--- src/rtl/alu_ex_stage.sv ---
// -----------------------------------------------------------------------------
// alu_ex_stage -- execute stage of the 32-bit pipeline.
//
// Takes the ID/EX operand bundle and resolves operand forwarding from the
// EX/MEM register and the writeback port. It drives a single `alu` instance
// and registers the result and flags into EX/MEM for the memory stage.
// Stall and flush controls and an overflow-trap state machine for signed ops
// are included.
//
// Operand and data buses are declared [0:31] (bit 0 is the MSB). Arithmetic
// treats them as ordinary 32-bit numbers.
//
// Parameters
//   TRAP_ON_OF : 1 = signed overflow on an id_ovf_chk op suppresses writeback
//                and raises trap
//   FWD_EN     : 1 = forwarding muxes active, 0 = id_a/id_b used unmodified
//
// Ports
//   clk, rst_n          clock (rising edge), async active-low reset
//   id_valid/id_ready   ID/EX handshake (id_ready is combinational)
//   id_a, id_b          operands [0:31]
//   id_ctrl             ALU opcode, passed to alu.ctrl unmodified
//   id_rs1, id_rs2      forwarding tags of A / B
//   id_rd               destination register
//   id_ovf_chk          op is signed, so overflow is a trap condition
//   stall, flush        hazard unit controls
//   wb_valid/rd/data    writeback port used as the second forwarding source
//   ex_valid            EX/MEM holds an instruction that must write back
//   ex_result/zero/of   registered alu outputs
//   ex_rd               registered destination register
//   trap, trap_ack      overflow trap request and acknowledge
// -----------------------------------------------------------------------------

// -----------------------------------------------------------------------------
// alu -- combinational 32-bit ALU.
//   ctrl 0000 AND, 0001 OR, 0010 ADD, 0110 SUB, 0111 SLT (signed), 1100 NOR.
//   Any other code yields out=0.
//   of is signed overflow for ADD/SUB and 0 for every other op.
//   zero is asserted when out==0.
// -----------------------------------------------------------------------------
module alu (
  input  logic [0:31] a,
  input  logic [0:31] b,
  input  logic [3:0]  ctrl,
  output logic [0:31] out,
  output logic        zero,
  output logic        of
);

  localparam logic [3:0] ALU_AND = 4'b0000;
  localparam logic [3:0] ALU_OR  = 4'b0001;
  localparam logic [3:0] ALU_ADD = 4'b0010;
  localparam logic [3:0] ALU_SUB = 4'b0110;
  localparam logic [3:0] ALU_SLT = 4'b0111;
  localparam logic [3:0] ALU_NOR = 4'b1100;

  logic [0:31] sum_s;
  logic [0:31] diff_s;
  logic        slt_s;

  // Operation select and signed-overflow detection; bit 0 is the sign bit.
  always_comb begin
    sum_s  = a + b;
    diff_s = a - b;
    slt_s  = ($signed(a) < $signed(b));
    out    = 32'd0;
    of     = 1'b0;
    case (ctrl)
      ALU_AND: out = a & b;
      ALU_OR:  out = a | b;
      ALU_ADD: begin
        out = sum_s;
        of  = (a[0] == b[0]) && (sum_s[0] != a[0]);
      end
      ALU_SUB: begin
        out = diff_s;
        of  = (a[0] != b[0]) && (diff_s[0] != a[0]);
      end
      ALU_SLT: out = {31'd0, slt_s};
      ALU_NOR: out = ~(a | b);
      default: begin
        out = 32'd0;
        of  = 1'b0;
      end
    endcase
  end

  assign zero = (out == 32'd0);

endmodule

module alu_ex_stage #(
  parameter logic TRAP_ON_OF = 1'b1,
  parameter logic FWD_EN     = 1'b1
) (
  input  logic        clk,
  input  logic        rst_n,
  input  logic        id_valid,
  output logic        id_ready,
  input  logic [0:31] id_a,
  input  logic [0:31] id_b,
  input  logic [3:0]  id_ctrl,
  input  logic [4:0]  id_rs1,
  input  logic [4:0]  id_rs2,
  input  logic [4:0]  id_rd,
  input  logic        id_ovf_chk,
  input  logic        stall,
  input  logic        flush,
  input  logic        wb_valid,
  input  logic [4:0]  wb_rd,
  input  logic [0:31] wb_data,
  output logic        ex_valid,
  output logic [0:31] ex_result,
  output logic        ex_zero,
  output logic        ex_of,
  output logic [4:0]  ex_rd,
  output logic        trap,
  input  logic        trap_ack
);

  localparam logic [0:0] ST_RUN  = 1'b0;
  localparam logic [0:0] ST_TRAP = 1'b1;

  logic [0:0]  state_r;
  logic        trap_r;
  logic        ex_valid_r;
  logic [0:31] ex_result_r;
  logic        ex_zero_r;
  logic        ex_of_r;
  logic [4:0]  ex_rd_r;

  logic [0:31] op_a_s;
  logic [0:31] op_b_s;
  logic [0:31] alu_out_s;
  logic        alu_zero_s;
  logic        alu_of_s;
  logic        ready_s;
  logic        accept_s;
  logic        trap_take_s;

  assign ready_s  = (state_r == ST_RUN) && !stall;
  assign id_ready = ready_s;

  // Forwarding for operand A. EX/MEM beats writeback, and register 0 never forwards.
  always_comb begin
    op_a_s = id_a;
    if (FWD_EN && (id_rs1 != 5'd0) && ex_valid_r && (ex_rd_r == id_rs1)) begin
      op_a_s = ex_result_r;
    end else if (FWD_EN && (id_rs1 != 5'd0) && wb_valid && (wb_rd == id_rs1)) begin
      op_a_s = wb_data;
    end else begin
      op_a_s = id_a;
    end
  end

  // Forwarding for operand B, with the same priority as A.
  always_comb begin
    op_b_s = id_b;
    if (FWD_EN && (id_rs2 != 5'd0) && ex_valid_r && (ex_rd_r == id_rs2)) begin
      op_b_s = ex_result_r;
    end else if (FWD_EN && (id_rs2 != 5'd0) && wb_valid && (wb_rd == id_rs2)) begin
      op_b_s = wb_data;
    end else begin
      op_b_s = id_b;
    end
  end

  alu u_alu (
    .a    (op_a_s),
    .b    (op_b_s),
    .ctrl (id_ctrl),
    .out  (alu_out_s),
    .zero (alu_zero_s),
    .of   (alu_of_s)
  );

  assign accept_s    = id_valid && ready_s && !flush;
  assign trap_take_s = accept_s && TRAP_ON_OF && id_ovf_chk && alu_of_s;

  // EX/MEM register: flush kills ex_valid even under stall or trap, while
  // stall and TRAP hold everything. A trapping op still records its result
  // and flags, but it is marked as not writing back.
  always_ff @(posedge clk or negedge rst_n) begin
    if (!rst_n) begin
      ex_valid_r  <= 1'b0;
      ex_result_r <= 32'd0;
      ex_zero_r   <= 1'b0;
      ex_of_r     <= 1'b0;
      ex_rd_r     <= 5'd0;
    end else if (flush) begin
      ex_valid_r <= 1'b0;
    end else if (ready_s) begin
      if (id_valid) begin
        ex_valid_r  <= !trap_take_s;
        ex_result_r <= alu_out_s;
        ex_zero_r   <= alu_zero_s;
        ex_of_r     <= alu_of_s;
        ex_rd_r     <= id_rd;
      end else begin
        ex_valid_r <= 1'b0;
      end
    end
  end

  // Trap state machine. Flush does not affect it, and trap_ack is only
  // honoured while in TRAP.
  always_ff @(posedge clk or negedge rst_n) begin
    if (!rst_n) begin
      state_r <= ST_RUN;
      trap_r  <= 1'b0;
    end else begin
      case (state_r)
        ST_RUN: begin
          if (trap_take_s) begin
            state_r <= ST_TRAP;
            trap_r  <= 1'b1;
          end
        end
        ST_TRAP: begin
          if (trap_ack) begin
            state_r <= ST_RUN;
            trap_r  <= 1'b0;
          end
        end
        default: begin
          state_r <= ST_RUN;
          trap_r  <= 1'b0;
        end
      endcase
    end
  end

  assign ex_valid  = ex_valid_r;
  assign ex_result = ex_result_r;
  assign ex_zero   = ex_zero_r;
  assign ex_of     = ex_of_r;
  assign ex_rd     = ex_rd_r;
  assign trap      = trap_r;

endmodule
--- config.mk ---
export PLATFORM = sky130hd
export DESIGN_NAME = alu_ex_stage
export DESIGN_NICKNAME = d
export VERILOG_FILES = /design/src/rtl/alu_ex_stage.sv
export SDC_FILE = /design/constraint.sdc
export NUM_CORES = 1
export LEC_CHECK = 0
export ABC_AREA = 0
export CAP_MARGIN = 20
export CORE_MARGIN = 2
export CORE_UTILIZATION = 50
export CTS_CLUSTER_DIAMETER = 60
export DETAILED_ROUTE_END_ITERATION = 7
export HOLD_SLACK_MARGIN = 0.15
export PLACE_DENSITY = 0.81
export SYNTH_ARGS = -nofsm -noshare
export SYNTH_HDL_FRONTEND = slang
export SYNTH_SLANG_ARGS = --single-unit
--- constraint.sdc ---
create_clock -name clk -period 4.4 [get_ports clk]
set_input_delay 0.66 -clock clk [delete_from_list [all_inputs] [get_ports clk]]
set_output_delay 0.66 -clock clk [all_outputs]
set_load 0.03 [all_outputs]
==> results_dict.tcl, run 1 <==
set metrics [dict create \
    postSynthCellCount 1272 \
    netlist_area_um2 8910 \
    worstEpCategory "register data pin" \
    grt.total_usage 0.776 \
    yosysTopAreaCellShare 0.136 \
    synth_area_per_cell_um2 7.01 \
    overflow 81 \
    cts-hold-fix-buffers 0 \
    dieWidth_um 138 \
    yosysSeqAreaShare 0.118 \
    start_util 0.513 \
    die_h_um 138 \
    synth_top_flop_cell "dfrtp_1" \
    synth_warnings 0 \
    synth_edf_count 0 \
    syn_nets 1499 \
    core.rowCount 48 \
    ys_top_cells_by_area "ha_1 (14%), dfrtp_1 (12%), nand2_1 (7.5%)" \
    cts_buffers 5 \
    clockBufferDepth 2 \
    root_buffer "clkbuf_16" \
    cts_htree_levels 2 \
    synth_cell_type_count 86 \
    io_pins 170 \
    clock_sinks 42 \
    dpl-instance-area_um2 14000 \
    outcome "did not finish" \
    grt_max_degree 58 \
    grt-worst-endpoint "ex_zero$_DFFE_PN0P_/D" \
    ys_seq_elements 42 \
    firstError "[ERROR GRT-0232] Routing congestion too high. Check the congestion heatmap in the GUI." \
    io_buffers 169 \
    yosysTopAreaCell "ha_1" \
    routabilityCongestion 1.06 \
    haltStage "global routing" \
    async_flop_share 1.00 \
    dp_hpwl_mm 33.1 \
]
-- cell families after synthesis --
logic type	after synthesis	synth area share
simple gates	446	0.238
fa+ha+maj	99	0.141
mux	69	0.0779
xor+xnor	27	0.0265
compound gates	408	0.322
flops	42	0.118
buf+inv	181	0.0775
-- stage by stage --
stage / cells / setup slack (ns) / TNS, ns
after floorplan: 1272 / -0.450 / -2.68
after global placement: 1989 / -1.69 / -26.41
after detailed placement: 1989 / -1.72 / -30.43
after CTS: 2046 / -0.622 / -6.48
-- timing repair --
action | in CTS
resized for setup | 220
endpoints found under the setup margin | 30
pin swaps | 98
gates cloned | 3
setup buffers | 49
-- synthesized netlist by cell type, types with 14 or more instances --
master    count
nand3_1      21
nor2_1      105
nand2b_1     14
nand2_1     178
nor3_1       26
mux2i_1      66
clkbuf_1     58
ha_1         97
a211oi_1     17
a21o_1       19
inv_1       104
dfrtp_1      42
a221o_1      27
a21oi_1      80
nand4_1      21
o21ai_0      92
nor4_1       14
o21a_1       34
xnor2_1      23
buf_1        15
-- per-layer routing --
metal  GRT usage  overflow
met5       0.281         0
met4       0.790        42
met3       0.613         2
met2       0.933        36
met1       0.782         1
==> run 2, diff against run 1 <==
--- a/config.mk
+++ b/config.mk
@@ -8,11 +8,9 @@
 export ABC_AREA = 0
 export CAP_MARGIN = 20
 export CORE_MARGIN = 2
-export CORE_UTILIZATION = 50
-export CTS_CLUSTER_DIAMETER = 60
+export CORE_UTILIZATION = 40
 export DETAILED_ROUTE_END_ITERATION = 7
-export HOLD_SLACK_MARGIN = 0.15
-export PLACE_DENSITY = 0.81
+export PLACE_DENSITY_LB_ADDON = 0.15
 export SYNTH_ARGS = -nofsm -noshare
 export SYNTH_HDL_FRONTEND = slang
 export SYNTH_SLANG_ARGS = --single-unit
==> constraint.sdc (replaced) <==
create_clock -name clk -period 5.7 [get_ports clk]
set_input_delay 0.855 -clock clk [delete_from_list [all_inputs] [get_ports clk]]
set_output_delay 0.855 -clock clk [all_outputs]
set_load 0.03 [all_outputs]
==> results_dict.tcl, run 2 <==
set metrics [dict create \
    dp_hpwl_mm 30.6 \
    outcome "finished clean" \
    power_switching_uw 1080 \
    syn2layout_area_growth_pct 56.3 \
    io_pins 170 \
    dp_slack_ns -0.619 \
    pwr-share-clk 0.149 \
    synth_common_cells "nand2_1 (178), nor2_1 (105), inv_1 (104)" \
    period_share 0.961 \
    nets 1918 \
    synth_top_flop_cell "dfrtp_1" \
    netlist_area_um2 8910 \
    num-fill-cells 2042 \
    dieWidth_um 153 \
    routabilityCongestion 1.00 \
    synth_warnings 0 \
    final_common_cell "buf_4" \
    multiInputGateArea_um2 7770 \
    crit_type "primary input to flop" \
    worst_setup_path_end_kind "flop" \
    register_area_um2 1050 \
    yosysMostFrequentCell "nand2_1" \
    drt_first_pass_iters 5 \
    power_frac_seq 0.180 \
    io_buffers 169 \
    layout-drive-gt1-share 0.267 \
    overflow 0 \
    min_period_ns 5.48 \
    synth_area_per_cell_um2 7.01 \
    grt_util_met3 0.0731 \
    start_util 0.408 \
    skew_ns 0.0129 \
    ir_drop_mv 0.130 \
    pwr-share-comb 0.672 \
    use_met1 0.438 \
    antenna_found_initial 0 \
    dieArea_um2 23500 \
    switching_share 0.459 \
    synth_edf_count 0 \
    ys_top_cells_by_area "ha_1 (14%), dfrtp_1 (12%), nand2_1 (7.5%)" \
    ant_nets 0 \
    largest_reg_flops 32 \
    yosysTopAreaCellShare 0.136 \
    clock_sinks 42 \
    startpoint_type "primary input" \
    drt-vias-per-instance 5.80 \
    final_max_slew_viol_count 0 \
    critPathSlowestCell "or4b_2" \
    p_leak_uw 0.00647 \
    cts_htree_levels 2 \
    diodes 0 \
    critPathMostFrequentCell "buf_4" \
    initialDrtViolationCount 982 \
    grt.total_usage 0.326 \
    maxCapViolCount 0 \
    yosysSeqAreaShare 0.118 \
    die_h_um 153 \
    drt_wl_total_mm 39.5 \
    vias 11443 \
    fin_ws_ns 0.223 \
    wl_per_cell_um 20.0 \
    grt_pass1_vias 11310 \
    cts_tree "done" \
    drc 0 \
    worstPathArrival_ns 5.73 \
    ys_seq_elements 42 \
    setup_violations 0 \
    async_flop_share 1.00 \
    power_density_nw_per_um2 168 \
    slew_headroom 0.319 \
    insertion_delay_ns 0.32 \
    grt_pass1_wl_mm 61.0 \
    use_met2 0.513 \
    root_buffer "clkbuf_16" \
    core_um2 21800 \
    final_cell_mix "buf_4 (311), nand2_1 (178), clkdlybuf4s50_1 (153)" \
    core.rowCount 54 \
    final_util 0.638 \
    cts_buffers 5 \
    syn_nets 1499 \
    hp-class "flop to flop" \
    cp_data_required_time_ns 5.95 \
    cts-hold-fix-buffers 0 \
    fin_tns_setup_ns 0 \
    intPower_uw 1270 \
    finalHoldViolCount 0 \
    yosysTopAreaCell "ha_1" \
    grt_max_degree 58 \
    synth_cell_type_count 86 \
    clkTransAtPathRegs_ns 0.09 \
    clockBufferDepth 2 \
    postSynthCellCount 1272 \
    busiest_layer "met2" \
    worst_pin_slew_ns 1.02 \
    max_clock_freq_mhz 183 \
    critPathMaxFanout 5 \
    max_stage_delay_ns 0.62 \
]
run 2: cell counts after synthesis:
Identical to the previous run, type by type.
run 2: metal layers:
layer | wire (um) | vias up | share of wire
met5 | 0 | - | 0
met4 | 1160 | 0 | 0.029
met3 | 3340 | 70 | 0.085
met2 | 17800 | 480 | 0.45
met1 | 17200 | 5409 | 0.44
li1 | - | 5484 | -
run 2: logic make-up after synthesis:
logic type                 Yosys count  share of synthesized area
muxes                               69                     0.0779
buffers and inverters              181                     0.0775
adders and majority gates           99                      0.141
and+or+nand+nor                    446                      0.238
DFF                                 42                      0.118
AOI/OAI and AO/OA                  408                      0.322
xor gates and xnor gates            27                     0.0265
run 2: area by class of cell:
type,instances,share of cell area
Timing Repair Buffer,489,0.303
Tap cell,280,0.0252
Sequential cell,42,0.0755
Clock inverter,3,0.00180
Clock buffer,5,0.00898
Inverter,104,0.0280
Multi-Input combinational cell,1049,0.558
run 2: worst paths after layout:
check                      cells past startpoint  slack [ns]     start       endpoint
min in group asynchronous                      2        0.66     rst_n  ex_result[28]
max in group asynchronous                      2        4.57     rst_n   ex_result[2]
max reg2reg                                   23        0.70  ex_rd[3]        ex_zero
min reg2reg                                    2        0.50     ex_of          ex_of
max                                           25        0.22  wb_rd[2]        ex_zero
min                                            2        0.50     ex_of          ex_of
run 2: repair_timing:
item                       in CTS  in global routing
gates cloned                    0                  1
pin swaps                      13                 52
setup buffers                   4                 17
hold endpoints to repair        0                  0
setup endpoints to repair       8                 15
gates resized for setup        43                 85
run 2: stage by stage:
step | area [um2] | total power [uW] | std cells | hold slack (ns)
2_1_floorplan | 8910 | 1130 | 1272 | 0.466
3_3_place_gp | 13000 | 1850 | 1942 | 0.469
3_5_place_dp | 13000 | 1860 | 1942 | 0.482
4_1_cts | 13400 | 2250 | 1954 | 0.500
5_1_grt | 13900 | 2480 | 1972 | 0.517
6_report | 13900 | 2340 | 1972 | 0.498
run 2: power by group through the flow:
| stage | logic [uW] | clock network [uW] | registers (uW) |
|---|---|---|---|
| finish | 1570 | 348 | 420 |
| global route | 1690 | 357 | 430 |
| CTS | 1480 | 351 | 420 |
| detailed placement | 1430 | 0 | 425 |
| global placement | 1420 | 0 | 424 |
| floorplan | 619 | 0 | 512 |
run 2: worst max-delay path: cells and delay by family:
family	cells	cell delay (ns)
compound gates	7	1.22
mux	1	0.20
buf+inv	7	1.00
simple gates	8	2.00
xor+xnor	1	0.17
fa+ha+maj	1	0.28
Power figures use the tool's default switching activity.
==> run 3, diff against run 2 <==
--- a/config.mk
+++ b/config.mk
@@ -9,7 +9,9 @@
 export CAP_MARGIN = 20
 export CORE_MARGIN = 2
 export CORE_UTILIZATION = 40
+export CTS_CLUSTER_SIZE = 28
 export DETAILED_ROUTE_END_ITERATION = 7
+export HOLD_SLACK_MARGIN = 0.03
 export PLACE_DENSITY_LB_ADDON = 0.15
 export SYNTH_ARGS = -nofsm -noshare
 export SYNTH_HDL_FRONTEND = slang
==> results of run 3 <==
Same layout as run 2: the final DEF is identical, and so are final timing and power.
==> run 4, diff against run 3 <==
--- a/config.mk
+++ b/config.mk
@@ -6,7 +6,6 @@
 export NUM_CORES = 1
 export LEC_CHECK = 0
 export ABC_AREA = 0
-export CAP_MARGIN = 20
 export CORE_MARGIN = 2
 export CORE_UTILIZATION = 40
 export CTS_CLUSTER_SIZE = 28
==> results of run 4 <==
Same layout as run 2: the final DEF is identical, and so are final timing and power.
